File: src/rtl/trace_arbiter_if.sv
// Trace arbiter port bundle: per-source trace inputs, arbitrated output and drop status.
// slave modport faces the arbiter, master modport faces the sources/trace buffer side.
interface trace_arbiter_if #(
    parameter int NSRC = 5,
    parameter int Fpay = 32
);
    localparam int SW = (NSRC > 1) ? $clog2(NSRC) : 1;

    logic [NSRC*Fpay-1:0] trace_all;
    logic [NSRC-1:0]      trigger_all;
    logic                 out_ready;
    logic                 clear_ovf;
    logic [Fpay-1:0]      trace_out;
    logic                 trigger_out;
    logic [SW-1:0]        src_id;
    logic [NSRC-1:0]      overflow;
    logic [15:0]          drop_cnt;

    modport slave (
        input  trace_all, trigger_all, out_ready, clear_ovf,
        output trace_out, trigger_out, src_id, overflow, drop_cnt
    );

    modport master (
        output trace_all, trigger_all, out_ready, clear_ovf,
        input  trace_out, trigger_out, src_id, overflow, drop_cnt
    );
endinterface

File: src/rtl/trace_arbiter.sv
// Round-robin trace arbiter with per-source FIFOs and sticky drop accounting.
// Latency 2 cycles strobe->trigger_out; out_ready=0 stalls all pops, full FIFOs drop new words.
module trace_arbiter #(
    parameter int NSRC  = 5,
    parameter int Fpay  = 32,
    parameter int DEPTH = 4
) (
    input  logic           clk,
    input  logic           reset,
    trace_arbiter_if.slave bus
);
    localparam int AW = $clog2(DEPTH);
    localparam int SW = (NSRC > 1) ? $clog2(NSRC) : 1;
    localparam int CW = $clog2(NSRC + 1);

    logic [Fpay-1:0] r_mem [NSRC][DEPTH];
    logic [AW-1:0]   r_wptr [NSRC];
    logic [AW-1:0]   r_rptr [NSRC];
    logic [AW:0]     r_cnt  [NSRC];
    logic [SW-1:0]   r_rr;

    logic [Fpay-1:0] r_trace_out;
    logic            r_trigger_out;
    logic [SW-1:0]   r_src_id;
    logic [NSRC-1:0] r_overflow;
    logic [15:0]     r_drop_cnt;

    logic [NSRC-1:0] w_nonempty;
    logic [NSRC-1:0] w_full;
    logic [NSRC-1:0] w_push;
    logic [NSRC-1:0] w_pop;
    logic [NSRC-1:0] w_drop;
    logic            w_gnt_vld;
    logic [SW-1:0]   w_gnt_idx;
    logic [SW-1:0]   w_rr_nxt;
    logic [Fpay-1:0] w_head;
    logic [CW-1:0]   w_ndrop;
    logic [16:0]     w_drop_sum;
    logic [15:0]     w_drop_sat;

    always_comb begin
        for (int i = 0; i < NSRC; i++) begin
            w_nonempty[i] = (r_cnt[i] != '0);
            w_full[i]     = (r_cnt[i] == (AW+1)'(DEPTH));
        end
    end

    // Scan from the priority pointer; first non-empty FIFO wins.
    always_comb begin
        int idx;
        idx       = 0;
        w_gnt_vld = 1'b0;
        w_gnt_idx = '0;
        for (int k = 0; k < NSRC; k++) begin
            idx = int'(r_rr) + k;
            if (idx >= NSRC) idx = idx - NSRC;
            if (bus.out_ready && !w_gnt_vld && w_nonempty[idx]) begin
                w_gnt_vld = 1'b1;
                w_gnt_idx = SW'(idx);
            end
        end
    end

    assign w_rr_nxt = (w_gnt_idx == SW'(NSRC - 1)) ? '0 : w_gnt_idx + SW'(1);
    assign w_head   = r_mem[w_gnt_idx][r_rptr[w_gnt_idx]];

    // A full FIFO still accepts a write when it is popped in the same cycle.
    always_comb begin
        w_ndrop = '0;
        for (int i = 0; i < NSRC; i++) begin
            w_pop[i]  = w_gnt_vld && (w_gnt_idx == SW'(i));
            w_push[i] = bus.trigger_all[i] && (!w_full[i] || w_pop[i]);
            w_drop[i] = bus.trigger_all[i] && w_full[i] && !w_pop[i];
            w_ndrop   = w_ndrop + CW'(w_drop[i]);
        end
    end

    assign w_drop_sum = {1'b0, r_drop_cnt} + 17'(w_ndrop);
    assign w_drop_sat = w_drop_sum[16] ? 16'hFFFF : w_drop_sum[15:0];

    always_ff @(posedge clk) begin
        for (int i = 0; i < NSRC; i++) begin
            if (w_push[i]) r_mem[i][r_wptr[i]] <= bus.trace_all[i*Fpay +: Fpay];
        end
    end

    always_ff @(posedge clk or negedge reset) begin
        if (!reset) begin
            for (int i = 0; i < NSRC; i++) begin
                r_wptr[i] <= '0;
                r_rptr[i] <= '0;
                r_cnt[i]  <= '0;
            end
        end else begin
            for (int i = 0; i < NSRC; i++) begin
                if (w_push[i]) r_wptr[i] <= r_wptr[i] + AW'(1);
                if (w_pop[i])  r_rptr[i] <= r_rptr[i] + AW'(1);
                case ({w_push[i], w_pop[i]})
                    2'b10:   r_cnt[i] <= r_cnt[i] + (AW+1)'(1);
                    2'b01:   r_cnt[i] <= r_cnt[i] - (AW+1)'(1);
                    default: r_cnt[i] <= r_cnt[i];
                endcase
            end
        end
    end

    always_ff @(posedge clk or negedge reset) begin
        if (!reset) begin
            r_rr          <= '0;
            r_trigger_out <= 1'b0;
            r_trace_out   <= '0;
            r_src_id      <= '0;
        end else begin
            r_trigger_out <= w_gnt_vld;
            if (w_gnt_vld) begin
                r_rr        <= w_rr_nxt;
                r_trace_out <= w_head;
                r_src_id    <= w_gnt_idx;
            end
        end
    end

    // Clear loses to a same-cycle drop: the new drops become the fresh status.
    always_ff @(posedge clk or negedge reset) begin
        if (!reset) begin
            r_overflow <= '0;
            r_drop_cnt <= '0;
        end else if (bus.clear_ovf) begin
            r_overflow <= w_drop;
            r_drop_cnt <= 16'(w_ndrop);
        end else begin
            r_overflow <= r_overflow | w_drop;
            r_drop_cnt <= w_drop_sat;
        end
    end

    assign bus.trace_out   = r_trace_out;
    assign bus.trigger_out = r_trigger_out;
    assign bus.src_id      = r_src_id;
    assign bus.overflow    = r_overflow;
    assign bus.drop_cnt    = r_drop_cnt;
endmodule

File: src/flat_wrapper.sv
// flat-port wrapper written by rule: the top's interface ports become plain ports
module trace_arbiter_flat 
#(
    parameter int NSRC  = 5,
    parameter int Fpay  = 32,
    parameter int DEPTH = 4
)
  (clk, reset, bus_trace_all, bus_trigger_all, bus_out_ready, bus_clear_ovf, bus_trace_out, bus_trigger_out, bus_src_id, bus_overflow, bus_drop_cnt);
  trace_arbiter_if #(.NSRC(NSRC), .Fpay(Fpay)) bus_i ();
  input  logic clk;
  input  logic reset;
  input wire logic [$bits(bus_i.trace_all)-1:0] bus_trace_all;
  input wire logic [$bits(bus_i.trigger_all)-1:0] bus_trigger_all;
  input wire logic [$bits(bus_i.out_ready)-1:0] bus_out_ready;
  input wire logic [$bits(bus_i.clear_ovf)-1:0] bus_clear_ovf;
  output wire logic [$bits(bus_i.trace_out)-1:0] bus_trace_out;
  output wire logic [$bits(bus_i.trigger_out)-1:0] bus_trigger_out;
  output wire logic [$bits(bus_i.src_id)-1:0] bus_src_id;
  output wire logic [$bits(bus_i.overflow)-1:0] bus_overflow;
  output wire logic [$bits(bus_i.drop_cnt)-1:0] bus_drop_cnt;
  assign bus_i.trace_all = bus_trace_all;
  assign bus_i.trigger_all = bus_trigger_all;
  assign bus_i.out_ready = bus_out_ready;
  assign bus_i.clear_ovf = bus_clear_ovf;
  assign bus_trace_out = bus_i.trace_out;
  assign bus_trigger_out = bus_i.trigger_out;
  assign bus_src_id = bus_i.src_id;
  assign bus_overflow = bus_i.overflow;
  assign bus_drop_cnt = bus_i.drop_cnt;
  trace_arbiter #(.NSRC(NSRC), .Fpay(Fpay), .DEPTH(DEPTH)) u_core (.clk(clk), .reset(reset), .bus(bus_i));
endmodule
File: config.mk
export PLATFORM = sky130hd
export DESIGN_NAME = trace_arbiter_flat
export DESIGN_NICKNAME = d
export VERILOG_FILES = /design/src/rtl/trace_arbiter_if.sv /design/src/rtl/trace_arbiter.sv /design/src/flat_wrapper.sv
export SDC_FILE = /design/constraint.sdc
export NUM_CORES = 1
export LEC_CHECK = 0
export CORE_ASPECT_RATIO = 1.4
export CORE_MARGIN = 5
export CORE_UTILIZATION = 35
export CTS_CLUSTER_SIZE = 40
export DETAILED_ROUTE_END_ITERATION = 10
export GPL_TIMING_DRIVEN = 0
export MAX_ROUTING_LAYER = met4
export PLACE_DENSITY_LB_ADDON = 0.1
export SYNTH_ARGS = -nofsm -noshare
export SYNTH_HDL_FRONTEND = slang
export SYNTH_SLANG_ARGS = --single-unit
File: constraint.sdc
create_clock -name clk -period 9.3 [get_ports clk]
set_clock_uncertainty 0.2 [all_clocks]
set_input_delay 2.79 -clock clk [delete_from_list [all_inputs] [get_ports clk]]
set_output_delay 2.79 -clock clk [all_outputs]
set_load 0.01 [all_outputs]
==> flow_metrics.tcl <==
set metrics [dict create \
    status "finished clean" \
    antenna_left 0 \
    synth_top_family_by_area "multiplexers" \
    r2r_slack_ps 420 \
    fmax_mhz 111 \
    clkTransAtPathRegs_ps 60 \
    fin_nets 2435 \
    htree_levels 3 \
    vias 17900 \
    syn_area_per_cell_sq_um 16.4 \
    yosysWarnings 0 \
    overflow 0 \
    rows 129 \
    drt_iter0_drc 1082 \
    r2r_start "u_core.r_rr[1]" \
    async_flop_share_pct 12.9 \
    yosys_register_bits 735 \
    tightest_slew_ps 1230 \
    clock-sinks 735 \
    ys.flop_type "edfxtp_1" \
    cts_tree "yes" \
    ctsRootBufferMaster "clkbuf_16" \
    place_ws_ps -2370 \
    synth_compound_area_share_pct 6.92 \
    synthToLayoutAreaGrowth_pct 22.6 \
    min_from "u_core.bus.overflow[0]" \
    synth-simple-area-share_pct 3.88 \
    hp-class "reg2reg" \
    synth-seq-area-share_pct 69.8 \
    cp_data_required_time_ps 9660 \
    start_util_pct 35.1 \
    critical-path-top-delay-family "simple AND/OR/NAND/NOR gates" \
    insertion_delay_ps 640 \
    cts_made_buffers 78 \
    via_per_inst 5.15 \
    max_stage_delay_ps 560 \
    portBuffers 225 \
    crit_type "in2reg" \
    end_kind "flip-flop" \
    critPathMostFrequentCell "fa_1" \
    synth_edf_count 640 \
    final_layout_size_suffix_gt1_share_pct 16.1 \
    synthesis.nets 2105 \
    rsz0062_at_grt "no" \
    die_w_microns 261 \
    synthMuxAreaShare_pct 13.5 \
    routabilityCongestion 0.810 \
    start_kind "input pin" \
    critPathBufInv 9 \
    path_max_fanout 14 \
    core_sq_um 88100 \
    drc_errors 0 \
    syn-cell-area_sq_um 30900 \
    dp_hpwl_microns 69500 \
    synth_xor_area_share_pct 1.25 \
    first_global_vias 19000 \
    final-setup-viol-count 0 \
    drv_slew 0 \
    fin_crit_ps 9000 \
    crit_slowest_cell "or4b_4" \
    drv_cap 0 \
    die_area_sq_um 94500 \
    synth_cells 1883 \
    grtUsageTotal_pct 20.5 \
    hold_violations 0 \
    grt_max_degree 53 \
    ctsLongestPathBuffers 3 \
    synthAdderAreaFrac_pct 2.36 \
    drt-total-wl_microns 96000 \
    critPathArrivalTime_ps 9350 \
    routedWlPerCell_microns 27.7 \
    period_share_pct 96.7 \
    io_pins 226 \
    synthDistinctLibCells 71 \
    slew_headroom_pct 18.1 \
    grt_pass1_wl_microns 135000 \
    worst_slack_ps 304 \
    die_h_microns 362 \
    startpoint "bus_out_ready" \
    drt-pass1-iter-count 5 \
    antenna_found_initial 18 \
]
## cell usage after synthesis, drive strengths merged, types with 18 or more instances
| library cell | n | area (sq um) |
|---|---|---|
| mux2i | 236 | 2360 |
| buf | 44 | 334 |
| xnor2 | 27 | 236 |
| and2 | 18 | 113 |
| o21ai | 48 | 240 |
| clkbuf | 46 | 173 |
| mux4 | 32 | 721 |
| edfxtp | 640 | 19200 |
| mux2 | 97 | 1090 |
| o22a | 33 | 289 |
| nor2 | 40 | 150 |
| nand2 | 68 | 255 |
| dfrtp | 95 | 2380 |
| a211oi | 40 | 460 |
| o22ai | 33 | 206 |
| ha | 44 | 551 |
| nor2b | 38 | 238 |
| inv | 55 | 206 |
| a21oi | 91 | 455 |
## what timing repair did
action / 4_1_cts / 5_1_grt
pin swaps: 3 / 1
hold buffers: 0 / 0
resized for setup: 24 / 3
gates cloned: 1 / 0
buffers inserted: 3 / 1
setup endpoints to repair: 16 / 8
## flip-flops by register name, summed over array words and instances, names as in the netlist
register / flops
u_core.bus.overflow: 5
u_core.r_rptr: 10
u_core.bus.src_id: 3
u_core.r_rr: 3
u_core.r_mem: 640
u_core.r_cnt: 15
u_core.bus.trace_out: 32
u_core.bus.trigger_out: 1
u_core.bus.drop_cnt: 16
u_core.r_wptr: 10
## worst register-to-register path, delay by kind of cell, from the launching register on
kind / cells / cell delay [ps]
AO/OA/AOI/OAI: 6 / 1450
flip-flops: 1 / 510
adder cells (fa/ha/maj): 7 / 2420
buffers and inverters: 9 / 1610
AND/OR/NAND/NOR: 9 / 2630
## layer usage
| layer | wire length, microns | up-vias | track usage, % |
|---|---|---|---|
| met3 | 4810 | 124 | 3.99 |
| met1 | 38600 | 9297 | 24.0 |
| met2 | 50700 | 479 | 36.3 |
| met4 | 1880 | 0 | 5.31 |
| met5 | 0 | - | - |
| li1 | - | 7966 | - |
## logic make-up (layout without fill, tap and decap cells)
| kind of cell | Yosys count | after routing |
|---|---|---|
| AO/OA/AOI/OAI | 304 | 304 |
| XOR/XNOR | 44 | 44 |
| adder cells (fa/ha/maj) | 53 | 53 |
| buffers and inverters | 146 | 540 |
| flip-flops | 735 | 735 |
| multiplexers | 365 | 365 |
| other | 0 | 14 |
| AND/OR/NAND/NOR | 236 | 236 |
## layout by cell type, fill, tap and decap left out, types with 10 or more instances in the layout
master           count
o22a_1              33
nor2_1              36
nor2b_1             38
dfrtp_1             95
clkinv_2            15
nand3_1             15
edfxtp_1           640
mux4_2              32
and2_2              16
clkdlybuf4s50_1    223
clkbuf_8            16
inv_1               55
xnor2_1             27
o21ai_0             44
mux2_2              65
a21oi_1             90
nand2_1             68
nor3_1              11
buf_12              21
mux2_1              32
diode_2             14
xor2_1              17
mux2i_1            236
clkbuf_1            51
clkbuf_16           78
a211oi_2            32
buf_6               16
buf_2               18
clkinv_1            11
ha_1                44
a31oi_1             10
o22ai_1             33
## final cells by class
| cell class | count | area [sq um] |
|---|---|---|
| fill | 7992 | 50200 |
| clock buffer | 102 | 2190 |
| tap | 1179 | 1480 |
| clock inverter | 42 | 437 |
| multi-input combinational | 1002 | 8720 |
| antenna | 14 | 35.0 |
| timing repair buffer | 252 | 2750 |
| buffer | 88 | 537 |
| inverter | 56 | 210 |
| sequential | 735 | 21600 |
## stage by stage
| step | util (%) | area [sq um] | hold slack, ps | TNS (ps) | cells |
|---|---|---|---|---|---|
| global placement | 39.3 | 34700 | 265 | -245800 | 3287 |
| finish | 43.1 | 38000 | 276 | 0 | 3470 |
| floorplan | - | 30900 | 244 | 0 | 1883 |
| CTS | 43.0 | 37900 | 282 | 0 | 3455 |
| global route | 43.1 | 38000 | 295 | 0 | 3469 |
| detailed placement | 39.9 | 35100 | 269 | -35610 | 3309 |
## final timing paths
path / end / depth (start not counted)
min reg2reg: u_core.bus.overflow[0] / 1
min: u_core.bus.overflow[0] / 1
max reg2reg: u_core.bus.drop_cnt[9] / 31
min in group asynchronous: u_core.r_wptr[6] / 1
max: u_core.bus.drop_cnt[9] / 26
max in group asynchronous: u_core.bus.trace_out[7] / 2
Power is not shown: default switching activity piles up to over one toggle a cycle in this logic, so the estimate is an artifact.
